===== src/rtl/psum_writeback_if.sv =====
// OFIFO-consumer and psum-SRAM port bundle for the psum writeback engine.
//   master : writeback side  - drives ofifo_rd and the sram_* command/data,
//                              receives ofifo_valid/ofifo_rdata/sram_rdata.
//   slave  : OFIFO + SRAM side (the opposite directions).
interface psum_writeback_if #(
  parameter int unsigned PSUM_BW = 16,
  parameter int unsigned COL     = 8,
  parameter int unsigned ADDR_W  = 11
);

  localparam int unsigned VEC_W = PSUM_BW * COL;

  logic              ofifo_valid;
  logic [VEC_W-1:0]  ofifo_rdata;
  logic              ofifo_rd;

  logic              sram_cen;
  logic              sram_wen;
  logic [ADDR_W-1:0] sram_addr;
  logic [VEC_W-1:0]  sram_wdata;
  logic [VEC_W-1:0]  sram_rdata;

  modport master (
    input  ofifo_valid, ofifo_rdata, sram_rdata,
    output ofifo_rd, sram_cen, sram_wen, sram_addr, sram_wdata
  );

  modport slave (
    output ofifo_valid, ofifo_rdata, sram_rdata,
    input  ofifo_rd, sram_cen, sram_wen, sram_addr, sram_wdata
  );

endinterface


===== src/rtl/psum_writeback.sv =====
// psum_writeback: drains psum vectors from the OFIFO into the psum SRAM,
// one row per address starting at a programmed base address.
// Optional accumulate mode (compiled in when PSUM_WB_ACC_EN is defined)
// reads the stored word, adds the OFIFO vector column-wise and writes back.
// Ports:
//   clk, reset              clock, synchronous active-high reset
//   start                   one-cycle job request (accepted in IDLE only)
//   base_addr, num_rows     first SRAM address / row count, latched on start
//   acc_i                   accumulate request, latched on start
//   bus (master modport)    OFIFO pop interface + registered SRAM port
//   busy                    high whenever not IDLE
//   done                    one-cycle pulse, coincident with the last write
module psum_writeback #(
  parameter int unsigned PSUM_BW = 16,
  parameter int unsigned COL     = 8,
  parameter int unsigned ADDR_W  = 11
) (
  input  logic              clk,
  input  logic              reset,
  input  logic              start,
  input  logic [ADDR_W-1:0] base_addr,
  input  logic [ADDR_W-1:0] num_rows,
  input  logic              acc_i,
  psum_writeback_if.master  bus,
  output logic              busy,
  output logic              done
);

  localparam int unsigned VEC_W = PSUM_BW * COL;
  localparam logic [ADDR_W-1:0] ONE = ADDR_W'(1);

`ifdef PSUM_WB_ACC_EN
  typedef enum logic [2:0] {
    IDLE     = 3'd0,
    DRAIN    = 3'd1,
    ACC_RD   = 3'd2,
    ACC_WAIT = 3'd3,
    ACC_WR   = 3'd4,
    DONE     = 3'd5
  } state_e;
`else
  typedef enum logic [2:0] {
    IDLE  = 3'd0,
    DRAIN = 3'd1,
    DONE  = 3'd5
  } state_e;
`endif

  state_e             state_q, state_d;
  logic [ADDR_W-1:0]  addr_q, addr_d;
  logic [ADDR_W-1:0]  cnt_q, cnt_d;
  logic               sram_cen_q, sram_cen_d;
  logic               sram_wen_q, sram_wen_d;
  logic [ADDR_W-1:0]  sram_addr_q, sram_addr_d;
  logic [VEC_W-1:0]   sram_wdata_q, sram_wdata_d;
  logic               ofifo_rd_c;
  logic               last_row_c;
  logic [ADDR_W-1:0]  cnt_dec_c;

  // Row counter decrement that holds at zero.
  assign last_row_c = (cnt_q <= ONE);
  assign cnt_dec_c  = (cnt_q != '0) ? cnt_q - ONE : cnt_q;

`ifdef PSUM_WB_ACC_EN
  logic [VEC_W-1:0] acc_sum_c;

  // Per-column add; each lane wraps at psum_bw bits.
  always_comb begin
    acc_sum_c = '0;
    for (int unsigned c = 0; c < COL; c++) begin
      acc_sum_c[c*PSUM_BW +: PSUM_BW] = bus.ofifo_rdata[c*PSUM_BW +: PSUM_BW]
                                      + bus.sram_rdata[c*PSUM_BW +: PSUM_BW];
    end
  end
`else
  // Accumulate path not built: these inputs are intentionally ignored.
  logic unused_acc;
  assign unused_acc = ^{acc_i, bus.sram_rdata};
`endif

  // Next-state and registered-output computation.
  always_comb begin
    state_d      = state_q;
    addr_d       = addr_q;
    cnt_d        = cnt_q;
    sram_cen_d   = 1'b1;
    sram_wen_d   = 1'b1;
    sram_addr_d  = sram_addr_q;
    sram_wdata_d = sram_wdata_q;
    ofifo_rd_c   = 1'b0;

    case (state_q)
      IDLE: begin
        if (start) begin
          addr_d = base_addr;
          cnt_d  = num_rows;
          if (num_rows == '0) begin
            state_d = DONE;
          end else begin
            // The chosen path carries the job mode for the rest of the job.
            state_d = DRAIN;
`ifdef PSUM_WB_ACC_EN
            if (acc_i) state_d = ACC_RD;
`endif
          end
        end
      end

      DRAIN: begin
        ofifo_rd_c = bus.ofifo_valid;
        if (bus.ofifo_valid) begin
          sram_cen_d   = 1'b0;
          sram_wen_d   = 1'b0;
          sram_addr_d  = addr_q;
          sram_wdata_d = bus.ofifo_rdata;
          addr_d       = addr_q + ONE;
          cnt_d        = cnt_dec_c;
          if (last_row_c) state_d = DONE;
        end
      end

`ifdef PSUM_WB_ACC_EN
      // Read only once the vector is present, so ACC_WR can pop blindly.
      ACC_RD: begin
        if (bus.ofifo_valid) begin
          sram_cen_d  = 1'b0;
          sram_addr_d = addr_q;
          state_d     = ACC_WAIT;
        end
      end

      ACC_WAIT: begin
        state_d = ACC_WR;
      end

      ACC_WR: begin
        ofifo_rd_c   = 1'b1;
        sram_cen_d   = 1'b0;
        sram_wen_d   = 1'b0;
        sram_addr_d  = addr_q;
        sram_wdata_d = acc_sum_c;
        addr_d       = addr_q + ONE;
        cnt_d        = cnt_dec_c;
        state_d      = last_row_c ? DONE : ACC_RD;
      end
`endif

      DONE: begin
        state_d = IDLE;
      end

      default: begin
        state_d = IDLE;
      end
    endcase
  end

  // State and SRAM port registers.
  always_ff @(posedge clk) begin
    if (reset) begin
      state_q      <= IDLE;
      addr_q       <= '0;
      cnt_q        <= '0;
      sram_cen_q   <= 1'b1;
      sram_wen_q   <= 1'b1;
      sram_addr_q  <= '0;
      sram_wdata_q <= '0;
    end else begin
      state_q      <= state_d;
      addr_q       <= addr_d;
      cnt_q        <= cnt_d;
      sram_cen_q   <= sram_cen_d;
      sram_wen_q   <= sram_wen_d;
      sram_addr_q  <= sram_addr_d;
      sram_wdata_q <= sram_wdata_d;
    end
  end

  // Pop is suppressed while reset is asserted so an aborted job takes no extra row.
  assign bus.ofifo_rd   = ofifo_rd_c & ~reset;
  assign bus.sram_cen   = sram_cen_q;
  assign bus.sram_wen   = sram_wen_q;
  assign bus.sram_addr  = sram_addr_q;
  assign bus.sram_wdata = sram_wdata_q;

  assign busy = (state_q != IDLE);
  assign done = (state_q == DONE);

endmodule

===== src/flat_wrapper.sv =====
// flat-port wrapper written by rule: the top's interface ports become plain ports
module psum_writeback_flat 
#(
  parameter int unsigned PSUM_BW = 16,
  parameter int unsigned COL     = 8,
  parameter int unsigned ADDR_W  = 11
)
  (clk, reset, start, base_addr, num_rows, acc_i, busy, done, bus_ofifo_valid, bus_ofifo_rdata, bus_sram_rdata, bus_ofifo_rd, bus_sram_cen, bus_sram_wen, bus_sram_addr, bus_sram_wdata);
  psum_writeback_if #(.PSUM_BW(PSUM_BW), .COL(COL), .ADDR_W(ADDR_W)) bus_i ();
  input  logic clk;
  input  logic reset;
  input  logic start;
  input  logic [ADDR_W-1:0] base_addr;
  input  logic [ADDR_W-1:0] num_rows;
  input  logic acc_i;
  output logic busy;
  output logic done;
  input wire logic [$bits(bus_i.ofifo_valid)-1:0] bus_ofifo_valid;
  input wire logic [$bits(bus_i.ofifo_rdata)-1:0] bus_ofifo_rdata;
  input wire logic [$bits(bus_i.sram_rdata)-1:0] bus_sram_rdata;
  output wire logic [$bits(bus_i.ofifo_rd)-1:0] bus_ofifo_rd;
  output wire logic [$bits(bus_i.sram_cen)-1:0] bus_sram_cen;
  output wire logic [$bits(bus_i.sram_wen)-1:0] bus_sram_wen;
  output wire logic [$bits(bus_i.sram_addr)-1:0] bus_sram_addr;
  output wire logic [$bits(bus_i.sram_wdata)-1:0] bus_sram_wdata;
  assign bus_i.ofifo_valid = bus_ofifo_valid;
  assign bus_i.ofifo_rdata = bus_ofifo_rdata;
  assign bus_i.sram_rdata = bus_sram_rdata;
  assign bus_ofifo_rd = bus_i.ofifo_rd;
  assign bus_sram_cen = bus_i.sram_cen;
  assign bus_sram_wen = bus_i.sram_wen;
  assign bus_sram_addr = bus_i.sram_addr;
  assign bus_sram_wdata = bus_i.sram_wdata;
  psum_writeback #(.PSUM_BW(PSUM_BW), .COL(COL), .ADDR_W(ADDR_W)) u_core (.clk(clk), .reset(reset), .start(start), .base_addr(base_addr), .num_rows(num_rows), .acc_i(acc_i), .bus(bus_i), .busy(busy), .done(done));
endmodule

===== config.mk =====
export PLATFORM = sky130hd
export DESIGN_NAME = psum_writeback_flat
export DESIGN_NICKNAME = d
export VERILOG_FILES = /design/src/rtl/psum_writeback_if.sv /design/src/rtl/psum_writeback.sv /design/src/flat_wrapper.sv
export SDC_FILE = /design/constraint.sdc
export NUM_CORES = 1
export LEC_CHECK = 0
export ABC_AREA = 1
export BUFFER_PORTS_ARGS = -buffer_cell sky130_fd_sc_hd__buf_4
export CORE_AREA = 2 2 168 170
export CTS_CLUSTER_DIAMETER = 60
export DETAILED_ROUTE_END_ITERATION = 10
export DIE_AREA = 0 0 170 172
export GPL_TIMING_DRIVEN = 0
export PLACE_DENSITY = 0.63
export SETUP_SLACK_MARGIN = 0.05
export SYNTH_ARGS = -nofsm -noshare
export SYNTH_HDL_FRONTEND = slang
export SYNTH_SLANG_ARGS = --single-unit
export TNS_END_PERCENT = 1

===== constraint.sdc =====
create_clock -name clk -period 1.3 [get_ports clk]
set_input_delay 0.26 -clock clk [delete_from_list [all_inputs] [get_ports clk]]
set_output_delay 0.26 -clock clk [all_outputs]
set_load 0.02 [all_outputs]

## Yosys cells after proc, flatten, opt, wreduce, memory -nomap -nowiden

Index checks and enable logic that the tools add are counted.

| storage, ports and cells | value |
|---|---|
| bits in registers | 165 |
| output and inout bits | 144 |

| cells by class | value |
|---|---|
| add/subtract/negate cells | 2 |
| order comparisons | 1 |
| equal/unequal tests | 6 |
| multiplexer cells | 14 |
| bitwise gates (word level) | 3 |
| reductions and logical operators | 10 |

Operator list:

| cell | count |
|---|---|
| $mux W11 | 5 |
| $pmux W11 S2 | 2 |
| $mux W3 | 4 |
| $add A11 B1 Y11 const B | 1 |
| $le A11 B1 Y1 const B | 1 |
| $logic_not A11 Y1 | 1 |
| $reduce_bool A11 Y1 | 1 |
| $sub A11 B1 Y11 const B | 1 |
| $pmux W3 S2 | 1 |
| $reduce_and A3 Y1 | 2 |
| $ne A2 B1 Y1 const B | 2 |
| $ne A2 B2 Y1 const B | 2 |
| $reduce_and A4 Y1 | 1 |
| $eq A3 B1 Y1 const B | 1 |
| $eq A3 B3 Y1 const B | 1 |
| $logic_not A3 Y1 | 1 |
| $reduce_bool A3 Y1 | 1 |
| $mux W1 | 2 |
| $not A1 Y1 | 2 |
| $reduce_and A2 Y1 | 1 |
| $reduce_bool A2 Y1 | 1 |
| $reduce_or A2 Y1 | 1 |
| $and A1 B1 Y1 | 1 |

## Depth between registers and ports, before layout

| logic depth | value |
|---|---|
| depth after elaboration | 4 |
| mapped depth | 11 |
| depth with buffers taken out | 11 |

## Worst setup path after synthesis

Ideal clock, no wire load.

| timing path | value |
|---|---|
| kind | reg-to-output |
| start | register u_core.state_q[0] |
| end | output bus_ofifo_rd |
| arrival | 1.282 ns |
| required time | 1.040 ns |
| slack | -0.242 ns |
| cell stages (with the launch flop) | 8 |
| buffers on the path | 1 |
| path through | dfxtp_1 -> inv_2 -> nor2_8 -> inv_4 -> nor2_4 -> inv_2 -> buf_2 -> nor2_1 |

| between the ends | value |
|---|---|
| word-level cells in the longest chain between the ends | 3 |

Ends and longest elaborated chain:

| item | line | source |
|---|---|---|
| start, declared | psum_writeback.sv:49 | `state_e state_q, state_d;` |
| start signal, assigned | psum_writeback.sv:169 | `state_q <= state_d;` |
| $eq A3 B1 Y1 | psum_writeback.sv:92 | `case (state_q)` |
| $mux W1 | psum_writeback.sv:92 |  |
| $and A1 B1 Y1 | psum_writeback.sv:180 | `assign bus.ofifo_rd = ofifo_rd_c & ~reset;` |
| end, declared | flat_wrapper.sv:21 | `output wire logic [$bits(bus_i.ofifo_rd)-1:0] bus_ofifo_rd;` |

No other way between the ends.

## Final worst setup path

Same ends and word-level chain as after synthesis.

==> results by group <==
Place
  • IO buf count: 297
  • Hpwl dp: roughly 19 mm
  • DP Worst Slack: -0.913 ns
  • Placed Area: 9110 sq um
  • Placer Congestion: approximately 0.86

Clock network
  • Root Buffer Master: clkbuf_16
  • Clk Latency, worst-skew pair: 0.44 ns
  • Clock sinks: 164
  • Hold_buf cts: 0
  • CTS Buffer Depth: 2
  • Worst-path clk slew: 0.09 ns
  • CTS tree: done
  • CTS HTree Levels: 4
  • CTS Buf Count: 17

Timing
  • Clock skew: 0.0186 ns
  • Max Fclk: about 0.54 GHz
  • RSZ-0062 raised after global routing: yes
  • Fin Setup TNS: -26.76 ns
  • Final Hold Vio Count: 0
  • Final min period: between 1.5 and 2 ns
  • Max_slew headroom: 61.0%
  • Worst Slack Setup Final: -0.545 ns
  • Crit share post-route: 142%
  • Setup Viol. Count Final: 163
  • Tightest Pin Transition: slightly below 0.6 ns
  • Max Slew Vio Count: 0

Hold path
  • Hold path cells: 3
  • Worst Hold Launch: bus_ofifo_rdata[125]
  • Hold Path Class: input pin to register

Worst setup path
  • Reg2Reg Depth: 9
  • Critical R2R Capture: u_core.bus.sram_wdata[29]
  • Worst setup SP type: register
  • R2R Path Start: u_core.state_q[0]
  • R2r setup slk: -0.28 ns
  • Critical path peak fanout: 2
  • CP Capture Type: output pin
  • Worst setup endpoint: bus_ofifo_rd
  • Worst Setup SP: u_core.state_q[0]
  • Crit path required time: 1.04 ns
  • Crit path arrival time: roughly 1.6 ns
  • WS Path Type: register to output pin

Finish
  • Post-route cell area: 10000 sq um
  • Area grow syn2layout: 55.9%
  • Post-layout nets: 1489
  • # diodes: 0
  • Fin util: a little over a third
  • Layout cell share with drive strength beyond 1: 34.7%

Route
  • # DRC: 0
  • Starting DRT DRC Count: 411
  • Iteration count of the initial detailed-routing pass: 5
  • Routed via count: around 7000
  • Vias/cell: 4.48
  • Routed WL per cell: 16.2 microns
  • Routed WL: 25.3 mm
  • Antenna-violating nets left: 0

Floorplanning
  • Row count: 61
  • Starting Density: 23.4%
  • Die Span Y: 172 microns
  • Die width: 170 microns
  • Core footprint: 27500 sq um
  • I/O Pins: 427
  • Die ar.: a little under 30000 sq um

GRT
  • Initial antenna violation count: 0
  • Global route total overflow: 0
  • Largest net degree at the start of global routing: 19
  • Tot GR Track Use: 16.8%
  • Number of global-route vias before repair: approximately 6800
  • First-pass GRT wire length: 38.0 mm

Pwr
  • Tot Pwr: 14100 uW
  • Lkg Pwr: ~0.0048 uW
  • Peak supply drop: 0.696 mV
  • Pwr dens: 1400 nW/um^2

Synth
  • Sequential share of the synthesized area: 51.1%
  • Area leader, netlist: dfxtp_1
  • Synth top area cells: dfxtp_1, nor2_1, o21ai_0
  • Netlist cell types: 25
  • Mapped Cells: ~900
  • Yosys reg bits: around 160
  • Syn. warnings: 0
  • Synthesized area per cell: 7.30 sq um
  • Synth Net Count: approximately 1200
  • Post-synth top area share: 51.1%
  • Mapped Area: 6420 sq um

Run status
  • Failing checks: setup timing
  • Run status: finished with violations

Job
  • Max-cap viol count: 0
state kept, by name (all words and copies together), names as in the netlist:
| name | cells |
|---|---|
| u_core.bus.sram_wdata | 128 |
| u_core.bus.sram_cen | 1 |
| u_core.cnt_q | 11 |
| u_core.bus.sram_addr | 11 |
| u_core.state_q | 2 |
| u_core.addr_q | 11 |
placed cells by master (no fill, tap or decap), types with 15 or more instances in the layout:
master,n
buf_4,317
nor2_1,298
dfxtp_1,154
o21ai_0,116
nand2_1,72
o21ai_1,49
inv_1,29
a21oi_1,26
clkbuf_16,17
nand3_1,16
buf_6,15
cells in the mapped netlist:
cell	n
nor2_1	315
dfxtp_1	164
o21ai_0	122
nand2_1	74
o21ai_1	44
inv_1	32
a21oi_1	28
clkbuf_1	25
buf_2	20
nand3_1	17
nand4_1	7
buf_6	6
ha_1	4
a31oi_1	3
buf_1	3
or2_2	3
a211oi_1	2
buf_4	2
inv_2	2
nor3_1	2
inv_4	1
nand3b_1	1
nor2_4	1
nor2_8	1
o21bai_1	1
metrics by stage:
step,hold WS [ns],instances
3_3_place_gp,0.451,1523
4_1_cts,0.0258,1561
3_5_place_dp,0.459,1523
5_1_grt,0.0235,1561
2_1_floorplan,0.338,880
6_report,0.0398,1561
cell type report:
| type | count | area [sq um] |
|---|---|---|
| Buffer | 56 | 413 |
| Clock buffer | 17 | 425 |
| Clock inverter | 15 | 179 |
| Fill cell | 2931 | 17500 |
| Inverter | 35 | 151 |
| Multi-Input combinational cell | 625 | 2830 |
| Sequential cell | 164 | 3300 |
| Tap cell | 346 | 433 |
| Timing Repair Buffer | 303 | 2290 |
routing by layer:
layer  global-route usage (%)  wire, microns
met1                     21.4          11100
met2                     28.0          11900
met3                     5.84           2260
met4                     2.60            150
met5                        0              0
critical path, cell delays in order (launching register included):
cell and delay, ns:
dfxtp_4 0.39, inv_8 0.04, nor2_8 0.12, inv_8 0.04, nor2_4 0.14, inv_4 0.05
buf_12 0.12, nor2_4 0.12, buf_6 0.14
cell families (layout without fill, tap and decap cells):
group           count (synthesis)  count (layout)  share of synthesized area [%]
simple gates                  421             421                           25.8
fa+ha+maj                       4               4                          0.779
compound gates                200             200                           15.8
flops                         164             164                           51.1
buf+inv                        91             426                           6.56
power breakdown:
| group | total [uW] | switching, uW | internal [uW] |
|---|---|---|---|
| sequential | 5770 | 316 | 5460 |
| clock | 5260 | 2490 | 2770 |
| combinational | 3030 | 1750 | 1290 |
| total | 14100 | 4550 | 9510 |
worst min path at each step:
| stage | end |
|---|---|
| CTS | u_core.bus.sram_wdata[119] |
| detailed placement | u_core.cnt_q[7] |
| global placement | u_core.cnt_q[7] |
| floorplan | u_core.addr_q[3] |
| finish | u_core.bus.sram_wdata[125] |
| global route | u_core.bus.sram_wdata[125] |
timing repair:
| action | CTS | global route |
|---|---|---|
| setup endpoints to repair | 177 | 182 |
| gates cloned | 0 | 0 |
| resized for setup | 52 | 61 |
| buffers inserted | 6 | 0 |
| pin swaps | 3 | 2 |
No activity file was read; power rests on OpenSTA's default activity.
